[src/rtl/stopwatch_pkg.sv]
`default_nettype none
// ============================================================================
//  Module      : stopwatch_pkg
//  Description : Shared widths, digit type and default wrap limits for the
//                MM:SS stopwatch core.
//  Revision    : 1.0 - initial release
// ============================================================================
package stopwatch_pkg;

    localparam int DIGIT_W    = 4;
    localparam int NUM_DIGITS = 4;

    // Default wrap points: seconds units, seconds tens, minutes units, minutes tens
    localparam int DEF_LIM0 = 9;
    localparam int DEF_LIM1 = 5;
    localparam int DEF_LIM2 = 9;
    localparam int DEF_LIM3 = 5;

    typedef logic [DIGIT_W-1:0]            digit_t;
    typedef logic [NUM_DIGITS*DIGIT_W-1:0] digit_vec_t;

    // True when a limit fits the 4-bit digit and allows at least two states
    function automatic bit lim_ok(input int lim);
        return (lim >= 1) && (lim <= 15);
    endfunction

endpackage : stopwatch_pkg
`default_nettype wire

[src/rtl/stopwatch_lim_digit.sv]
`default_nettype none
// ============================================================================
//  Module      : lim_digit
//  Description : One 4-bit limited-increment digit. Adds the carry-in and
//                wraps to zero (raising carry-out) when the result would
//                exceed LIM. Synchronous clear has priority over counting.
//  Revision    : 1.0 - initial release
// ============================================================================
module lim_digit
    import stopwatch_pkg::*;
#(
    parameter int LIM = 9
) (
    input  logic   clk,
    input  logic   rst_n,
    input  logic   clr,
    input  logic   ci,
    output digit_t q,
    output logic   co
);

    localparam logic [DIGIT_W:0] c_LIM = (DIGIT_W+1)'(LIM);

    digit_t           r_q_q;
    digit_t           w_q_d;
    logic [DIGIT_W:0] w_sum;

    // One extra bit so the compare sees the true sum even at 15 + 1
    assign w_sum = {1'b0, r_q_q} + {{DIGIT_W{1'b0}}, ci};
    assign co    = (w_sum > c_LIM);

    // Next value: clear wins, then wrap, else the incremented value
    always_comb begin
        w_q_d = w_sum[DIGIT_W-1:0];
        if (clr || co) begin
            w_q_d = '0;
        end
    end

    // Digit register
    always_ff @(posedge clk or negedge rst_n) begin
        if (!rst_n) begin
            r_q_q <= '0;
        end else begin
            r_q_q <= w_q_d;
        end
    end

    assign q = r_q_q;

endmodule : lim_digit
`default_nettype wire

[src/rtl/stopwatch_counter.sv]
`default_nettype none
// ============================================================================
//  Module      : stopwatch_counter
//  Description : Four-digit MM:SS stopwatch. A chain of lim_digit instances
//                counts qualified ticks; the top keeps the run flag, the
//                one-cycle rollover pulse and, when STOPWATCH_LAP_EN is
//                defined, a lap-freeze shadow of the displayed digits.
//  Config      : `define STOPWATCH_LAP_EN to enable lap freeze; otherwise
//                the lap input is accepted and ignored.
//  Revision    : 1.0 - initial release
// ============================================================================
module stopwatch_counter
    import stopwatch_pkg::*;
#(
    parameter int LIM0 = DEF_LIM0,
    parameter int LIM1 = DEF_LIM1,
    parameter int LIM2 = DEF_LIM2,
    parameter int LIM3 = DEF_LIM3
) (
    input  logic        clk,
    input  logic        rst_n,
    input  logic        tick,
    input  logic        start_stop,
    input  logic        clear,
    input  logic        lap,
    output logic [15:0] digits,
    output logic        running,
    output logic        rollover
);

    // Per-digit limits packed so the generate loop can pick its own slice
    localparam digit_vec_t c_LIM_VEC = {DIGIT_W'(LIM3), DIGIT_W'(LIM2),
                                        DIGIT_W'(LIM1), DIGIT_W'(LIM0)};

    logic [NUM_DIGITS:0]   w_carry;
    digit_vec_t            w_live;

    logic                  r_running_q;
    logic                  w_running_d;
    logic                  r_rollover_q;
    logic                  w_rollover_d;

    // A tick only counts if the watch was running before this edge
    assign w_carry[0] = tick & r_running_q;

    generate
        for (genvar g = 0; g < NUM_DIGITS; g++) begin : g_digit
            lim_digit #(
                .LIM (int'(c_LIM_VEC[g*DIGIT_W +: DIGIT_W]))
            ) u_digit (
                .clk   (clk),
                .rst_n (rst_n),
                .clr   (clear),
                .ci    (w_carry[g]),
                .q     (w_live[g*DIGIT_W +: DIGIT_W]),
                .co    (w_carry[g+1])
            );
        end
    endgenerate

    // Run toggle and wrap pulse; a clear on the wrap edge suppresses the pulse
    always_comb begin
        w_running_d  = r_running_q ^ start_stop;
        w_rollover_d = w_carry[NUM_DIGITS] & ~clear;
    end

    // Run flag and rollover pulse registers
    always_ff @(posedge clk or negedge rst_n) begin
        if (!rst_n) begin
            r_running_q  <= 1'b0;
            r_rollover_q <= 1'b0;
        end else begin
            r_running_q  <= w_running_d;
            r_rollover_q <= w_rollover_d;
        end
    end

    assign running  = r_running_q;
    assign rollover = r_rollover_q;

`ifdef STOPWATCH_LAP_EN
    logic       r_frozen_q;
    logic       w_frozen_d;
    digit_vec_t r_shadow_q;
    digit_vec_t w_shadow_d;

    // Lap toggles the freeze; entering freeze snapshots the pre-edge live count
    always_comb begin
        w_frozen_d = r_frozen_q;
        w_shadow_d = r_shadow_q;
        if (clear) begin
            w_frozen_d = 1'b0;
        end else if (lap) begin
            w_frozen_d = ~r_frozen_q;
            if (!r_frozen_q) begin
                w_shadow_d = w_live;
            end
        end
    end

    // Freeze flag and shadow registers
    always_ff @(posedge clk or negedge rst_n) begin
        if (!rst_n) begin
            r_frozen_q <= 1'b0;
            r_shadow_q <= '0;
        end else begin
            r_frozen_q <= w_frozen_d;
            r_shadow_q <= w_shadow_d;
        end
    end

    assign digits = r_frozen_q ? r_shadow_q : w_live;
`else
    logic w_unused_lap;

    // Lap has no function in this build
    assign w_unused_lap = lap;
    assign digits       = w_live;
`endif

endmodule : stopwatch_counter
`default_nettype wire
[config.mk]
export PLATFORM = sky130hd
export DESIGN_NAME = stopwatch_counter
export DESIGN_NICKNAME = d
export VERILOG_FILES = /design/src/rtl/stopwatch_pkg.sv /design/src/rtl/stopwatch_lim_digit.sv /design/src/rtl/stopwatch_counter.sv
export SDC_FILE = /design/constraint.sdc
export NUM_CORES = 1
export LEC_CHECK = 0
export CORE_ASPECT_RATIO = 1.4
export CORE_MARGIN = 2
export CORE_UTILIZATION = 48
export DETAILED_ROUTE_END_ITERATION = 10
export GPL_TIMING_DRIVEN = 0
export PLACE_DENSITY = 0.82
export SLEW_MARGIN = 5
export SYNTH_ARGS = -nofsm -noshare
export SYNTH_HDL_FRONTEND = slang
export SYNTH_SLANG_ARGS = --single-unit
[constraint.sdc]
create_clock -name clk -period 6.62 [get_ports clk]
set_clock_uncertainty 0.2 [all_clocks]
set_input_delay 1.986 -clock clk [delete_from_list [all_inputs] [get_ports clk]]
set_output_delay 1.986 -clock clk [all_outputs]
set_load 0.02 [all_outputs]
# Word-level counts from Yosys, hierarchy flattened
# Index checks and enable logic that the tools add are counted.
[word_totals]
ff_bits = 18
out_inout_bits = 18
wordCells = 26
[classes]
add_sub_neg = 4
order_cmp = 4
muxes = 4
n_bitwise = 4
reduce_logical = 4
[op_table]
columns = ["cell", "n"]
rows = [
  ["adder 4 x 1 -> 5 bit", 4],
  ["two-way mux 4 bit", 4],
  ["> comparator 5 x 3 -> 1 bit, second input constant", 2],
  ["> comparator 5 x 4 -> 1 bit, second input constant", 2],
  ["logical OR 1 bit", 4],
  ["AND 1 bit", 2],
  ["NOT 1 bit", 1],
  ["XOR 1 bit", 1],
]

# Logic depth before layout (Yosys ltp)
[depth]
word_depth = 11
depth_mapped = 21
mapped_depth_nobuf = 21

# Hierarchy
# Synthesis repeated with hierarchy kept, for this count alone.
[unflattened]
cells_unflattened = 113
hier_area_um2 = 1121.1
[by_module_without_submodules]
columns = ["module", "n_inst", "cells_per_inst", "area_each_um2"]
rows = [
  ["lim_digit (g_digit[1].u_digit ...)", 2, 27, 264.0],
  ["lim_digit (g_digit[0].u_digit ...)", 2, 27, 260.2],
  ["stopwatch_counter", 1, 5, 72.6],
]

# Worst setup path before layout
# OpenSTA, ideal clock, no wires.
[synth_timing]
path_kind = "input -> register"
from = "input tick"
to = "register g_digit[3].u_digit.r_q_q[0]"
setup_time_ns = 0.082
arrival_time_ns = 6.042
required_time_ns = 6.338
setup_slack_ns = 0.296
stages = 19
path_buffers = 0
cell_sequence = "and2_1 ha_1 ha_1 nor2_1 o21bai_1 and2_1 ha_1 ha_1 o22a_2 o22a_1 ha_1 ha_1 nor2_1 o21bai_1 and2_1 ha_1 ha_1 or4_1 a31oi_1"
[synth_between]
elab_chain_cells = 11
[synth_rtl]
columns = ["item", "line_no", "source"]
rows = [
  ["from (decl)", "stopwatch_counter.sv:22", "input logic tick,"],
  ["AND 1 bit *", "stopwatch_counter.sv:44", "assign w_carry[0] = tick & r_running_q;"],
  ["adder 4 x 1 -> 5 bit *", "stopwatch_lim_digit.sv:29", "assign w_sum = {1'b0, r_q_q} + {{DIGIT_W{1'b0}}, ci};"],
  ["> comparator 5 x 4 -> 1 bit *", "stopwatch_lim_digit.sv:30", "assign co = (w_sum > c_LIM);"],
  ["adder 4 x 1 -> 5 bit *", "stopwatch_lim_digit.sv:29", ""],
  ["> comparator 5 x 3 -> 1 bit *", "stopwatch_lim_digit.sv:30", ""],
  ["adder 4 x 1 -> 5 bit *", "stopwatch_lim_digit.sv:29", ""],
  ["> comparator 5 x 4 -> 1 bit *", "stopwatch_lim_digit.sv:30", ""],
  ["adder 4 x 1 -> 5 bit *", "stopwatch_lim_digit.sv:29", ""],
  ["> comparator 5 x 3 -> 1 bit", "stopwatch_lim_digit.sv:30", ""],
  ["logical OR 1 bit", "stopwatch_lim_digit.sv:35", "if (clr || co) begin"],
  ["two-way mux 4 bit *", "stopwatch_lim_digit.sv:35", ""],
  ["via g_digit[3].u_digit.w_q_d[0]", "stopwatch_lim_digit.sv:25", "digit_t w_q_d;"],
  ["to (signal assigned)", "stopwatch_lim_digit.sv:45", "r_q_q <= w_q_d;"],
  ["to (decl)", "stopwatch_lim_digit.sv:24", "digit_t r_q_q;"],
]
# Mark *: on every way through the listed nets, which the timed path passes. The rest lies on a longest branch.

# Final worst setup path
# Ends and elaborated chain as after synthesis.

==> summary.md <==
| Metric | Value |
|---|---|
| R2r worst-path depth | `20` |
| CTS tree | `built` |
| Clk root buf | `clkbuf_4` |
| CTS clk-pin slew, worst paths | `0.11 ns` |
| Largest net degree at the start of global routing | `19` |
| Synth cell types | `32` |
| Chip height | `58.7 um` |
| Area leader, netlist | `dfrtp_1` |
| Yosys reg bits | `18` |
| WP data arrival | `6.34 ns` |
| Slew HR | `45.0%` |
| Hold_buf cts | `0` |
| I/O pin count | `24` |
| Grt total ovfl | `0` |
| Critical path type | `in -> reg` |
| GRT met2 Usage | `43.7%` |
| Hpwl dp | `1.76 mm` |
| Clk_lat worst skew | `0.31 ns` |
| Largest cells by area after synthesis | `dfrtp_1 (44%), ha_1 (9.7%), a211oi_1 (5.1%), a31oi_1 (3.0%), nor2b_1 (3.0%)` |
| Vias | `934` |
| Setup TNS | `0 ns` |
| Port buffer count | `22` |
| Global route hottest layer | `met2` |
| Vias in the first global route | `975` |
| Fin nets | `149` |
| Pleak | `0.000622 uW` |
| WHS Endpoint | `running$_DFF_PN0_` |
| Worst min-delay path class | `reg -> reg` |
| CTS HTree Levels | `1` |
| First-pass GRT wire length | `4.28 mm` |
| Die area | `2530 um^2` |
| Slew Viols, Final | `0` |
| RSZ-0062 raised after global routing | `false` |
| Crit path capture type | `flop` |
| CP Launch Type | `input port` |
| Synth-to-Final Area Change | `41.7%` |
| # diodes | `0` |
| Reg2reg start | `running$_DFF_PN0_` |
| Min Tclk post-route | `6.31 ns` |
| DRT iter0 DRCs | `14` |
| GRT Total Usage | `22.1%` |
| TritonCTS buffer count | `3` |
| Met1 Track Usage GR | `22.9%` |
| Tcrit/Tclk final | `95.3%` |
| Average wire per standard cell | `17.0 um` |
| CP max FO | `7` |
| Clk sink count | `18` |
| Commonest non-fill, non-tap cell in the layout | `clkdlybuf4s50_1` |
| Final-report setup violation count | `0` |
| Fin util | `72.9%` |
| R2R Path End | `g_digit[3].u_digit.q[0]$_DFF_PN0_` |
| Gpl congestion | `0.757` |
| Max Root-Sink Buffers | `2` |
| Standard-cell row count | `19` |
| Ys Warns | `0` |
| Hold Path Depth | `1` |
| Post-synth top area share | `43.8%` |
| Crit path required time | `6.65 ns` |
| Slew of the pin with the lowest slew margin | `0.823 ns` |
| Max-cap viol count | `0` |
| Syn_area_per_cell | `10.2 um^2` |
| Pwr Density | `175 nW/um^2` |
| Post-Layout Cell Count | `155` |
| Drt drc | `0` |
| Final hold violation count | `0` |
| Most frequent cells in the layout | `clkdlybuf4s50_1 (22), dfrtp_1 (18), nand2_1 (7), a211oi_1 (7)` |
| Worst Min Path Start | `running$_DFF_PN0_` |
| Max VDD drop | `0.154 mV` |
| Drt pass-1 iters | `4` |
| Sequential fraction of the synthesis area | `43.8%` |
| Synthesized area | `1030 um^2` |
| Via density | `6.03` |
| Final wirelength | `2.63 mm` |
| Share of layout cells above drive strength 1 | `20.1%` |
| Initial core utilization | `51.4%` |
| Chip width | `43.1 um` |
| Tot Pwr | `254 uW` |
| Status | `complete, no violations` |
| Antenna Violating Nets Remaining | `0` |
| Core ar. | `2000 um^2` |
| Fmax achieved | `0.158 GHz` |
| Inst Count DP | `145` |
| Mapped Cells | `101` |
| R2R Setup Slk | `2.00 ns` |
| Met3 usage | `2.15%` |
| Worst hold slack | `0.300 ns` |
| Initial antenna violation count | `0` |
==> report_power, final <==
group	leakage (uW)	internal, uW	switching, uW
registers	0.000242	117	7.21
clock network	0.0000210	33.6	36.5
logic	0.000358	28.7	31.0
total	0.000622	180	74.7
==> repair_timing <==
item | 4_1_cts | 5_1_grt
setup buffers | 2 | 4
endpoints found under the hold margin | 0 | 0
endpoints found under the setup margin | 4 | 4
gates resized for setup | 10 | 8
cloned | 0 | 0
pin swaps | 2 | 4
==> through the flow <==
stage	instance area (um^2)	setup WS, ns
after detailed placement	1280	-0.857
after global routing	1460	0.00890
final	1460	0.310
after global placement	1280	-0.527
after floorplan	1030	0.296
after CTS	1370	0.0545
==> per-layer routing <==
| layer | part of all wire, % | routed length [um] |
|---|---|---|
| met4 | 2.1 | 55 |
| met3 | 3.0 | 79 |
| met5 | 0 | 0 |
| met2 | 56 | 1470 |
| met1 | 39 | 1030 |
==> worst max-delay path, cell delays in order <==
cell and delay [ns]:
clkdlybuf4s50_1 0.41, and2_1 0.16, ha_1 0.21, ha_1 0.32
nor2b_1 0.16, o21bai_2 0.11, and2_4 0.18, ha_4 0.18
ha_4 0.23, o22a_2 0.20, o22a_1 0.19, ha_2 0.20
ha_4 0.29, nor2_1 0.05, o21bai_2 0.16, and2_4 0.18
ha_4 0.16, ha_2 0.33, a2111oi_4 0.35, a31oi_1 0.09
a31oi_1 0.19
==> area by class of cell <==
type / instances / area (um^2)
Timing Repair Buffer: 28 / 265
Buffer: 1 / 5.00
Inverter: 4 / 15.0
Sequential cell: 18 / 450
Clock buffer: 4 / 36.3
Tap cell: 21 / 26.3
Fill cell: 159 / 542
Multi-Input combinational cell: 79 / 657
==> registers in the layout, summed over array words and instances (netlist names) <==
register,flops
g_digit.u_digit.q,16
rollover,1
running,1
==> worst max path at each step <==
stage / startpoint / end / slack, ns / depth (start not counted)
2_1_floorplan: tick / g_digit[3].u_digit.q[0]$_DFF_PN0_ / 0.30 / 19
3_3_place_gp: tick / g_digit[3].u_digit.q[0]$_DFF_PN0_ / -0.53 / 20
3_5_place_dp: tick / g_digit[3].u_digit.q[0]$_DFF_PN0_ / -0.86 / 21
4_1_cts: tick / g_digit[3].u_digit.q[0]$_DFF_PN0_ / 0.05 / 21
5_1_grt: tick / g_digit[3].u_digit.q[0]$_DFF_PN0_ / 0.009 / 22
6_report: tick / g_digit[3].u_digit.q[0]$_DFF_PN0_ / 0.31 / 21
==> cell families (layout without fill, tap and decap cells) <==
| group | Yosys count | count (layout) | synth area share [%] |
|---|---|---|---|
| AOI/OAI and AO/OA | 33 | 33 | 22.5 |
| buffers and inverters | 5 | 37 | 1.95 |
| DFF | 18 | 18 | 43.8 |
| adders and majority gates | 8 | 8 | 9.74 |
| other | 1 | 2 | 0.365 |
| and+or+nand+nor | 31 | 31 | 17.3 |
| xor gates and xnor gates | 5 | 5 | 4.26 |
==> synthesized netlist by cell type, drive strengths merged <==
cell,count
a41oi,1
and3,2
nand2,7
xnor2,2
o22a,2
xor2,3
ha,8
or4,2
o21bai,4
a21oi,6
nand3,2
a21boi,2
inv,4
nand2b,1
o21ai,1
and4,2
conb,1
a2111oi,2
o22ai,1
nand4,2
nor2b,5
a31oi,5
o211ai,1
dfrtp,18
nor2,4
buf,1
a211oi,7
a311oi,1
and2,3
or3,1
Note: power is estimated with default switching activity, not from simulation.
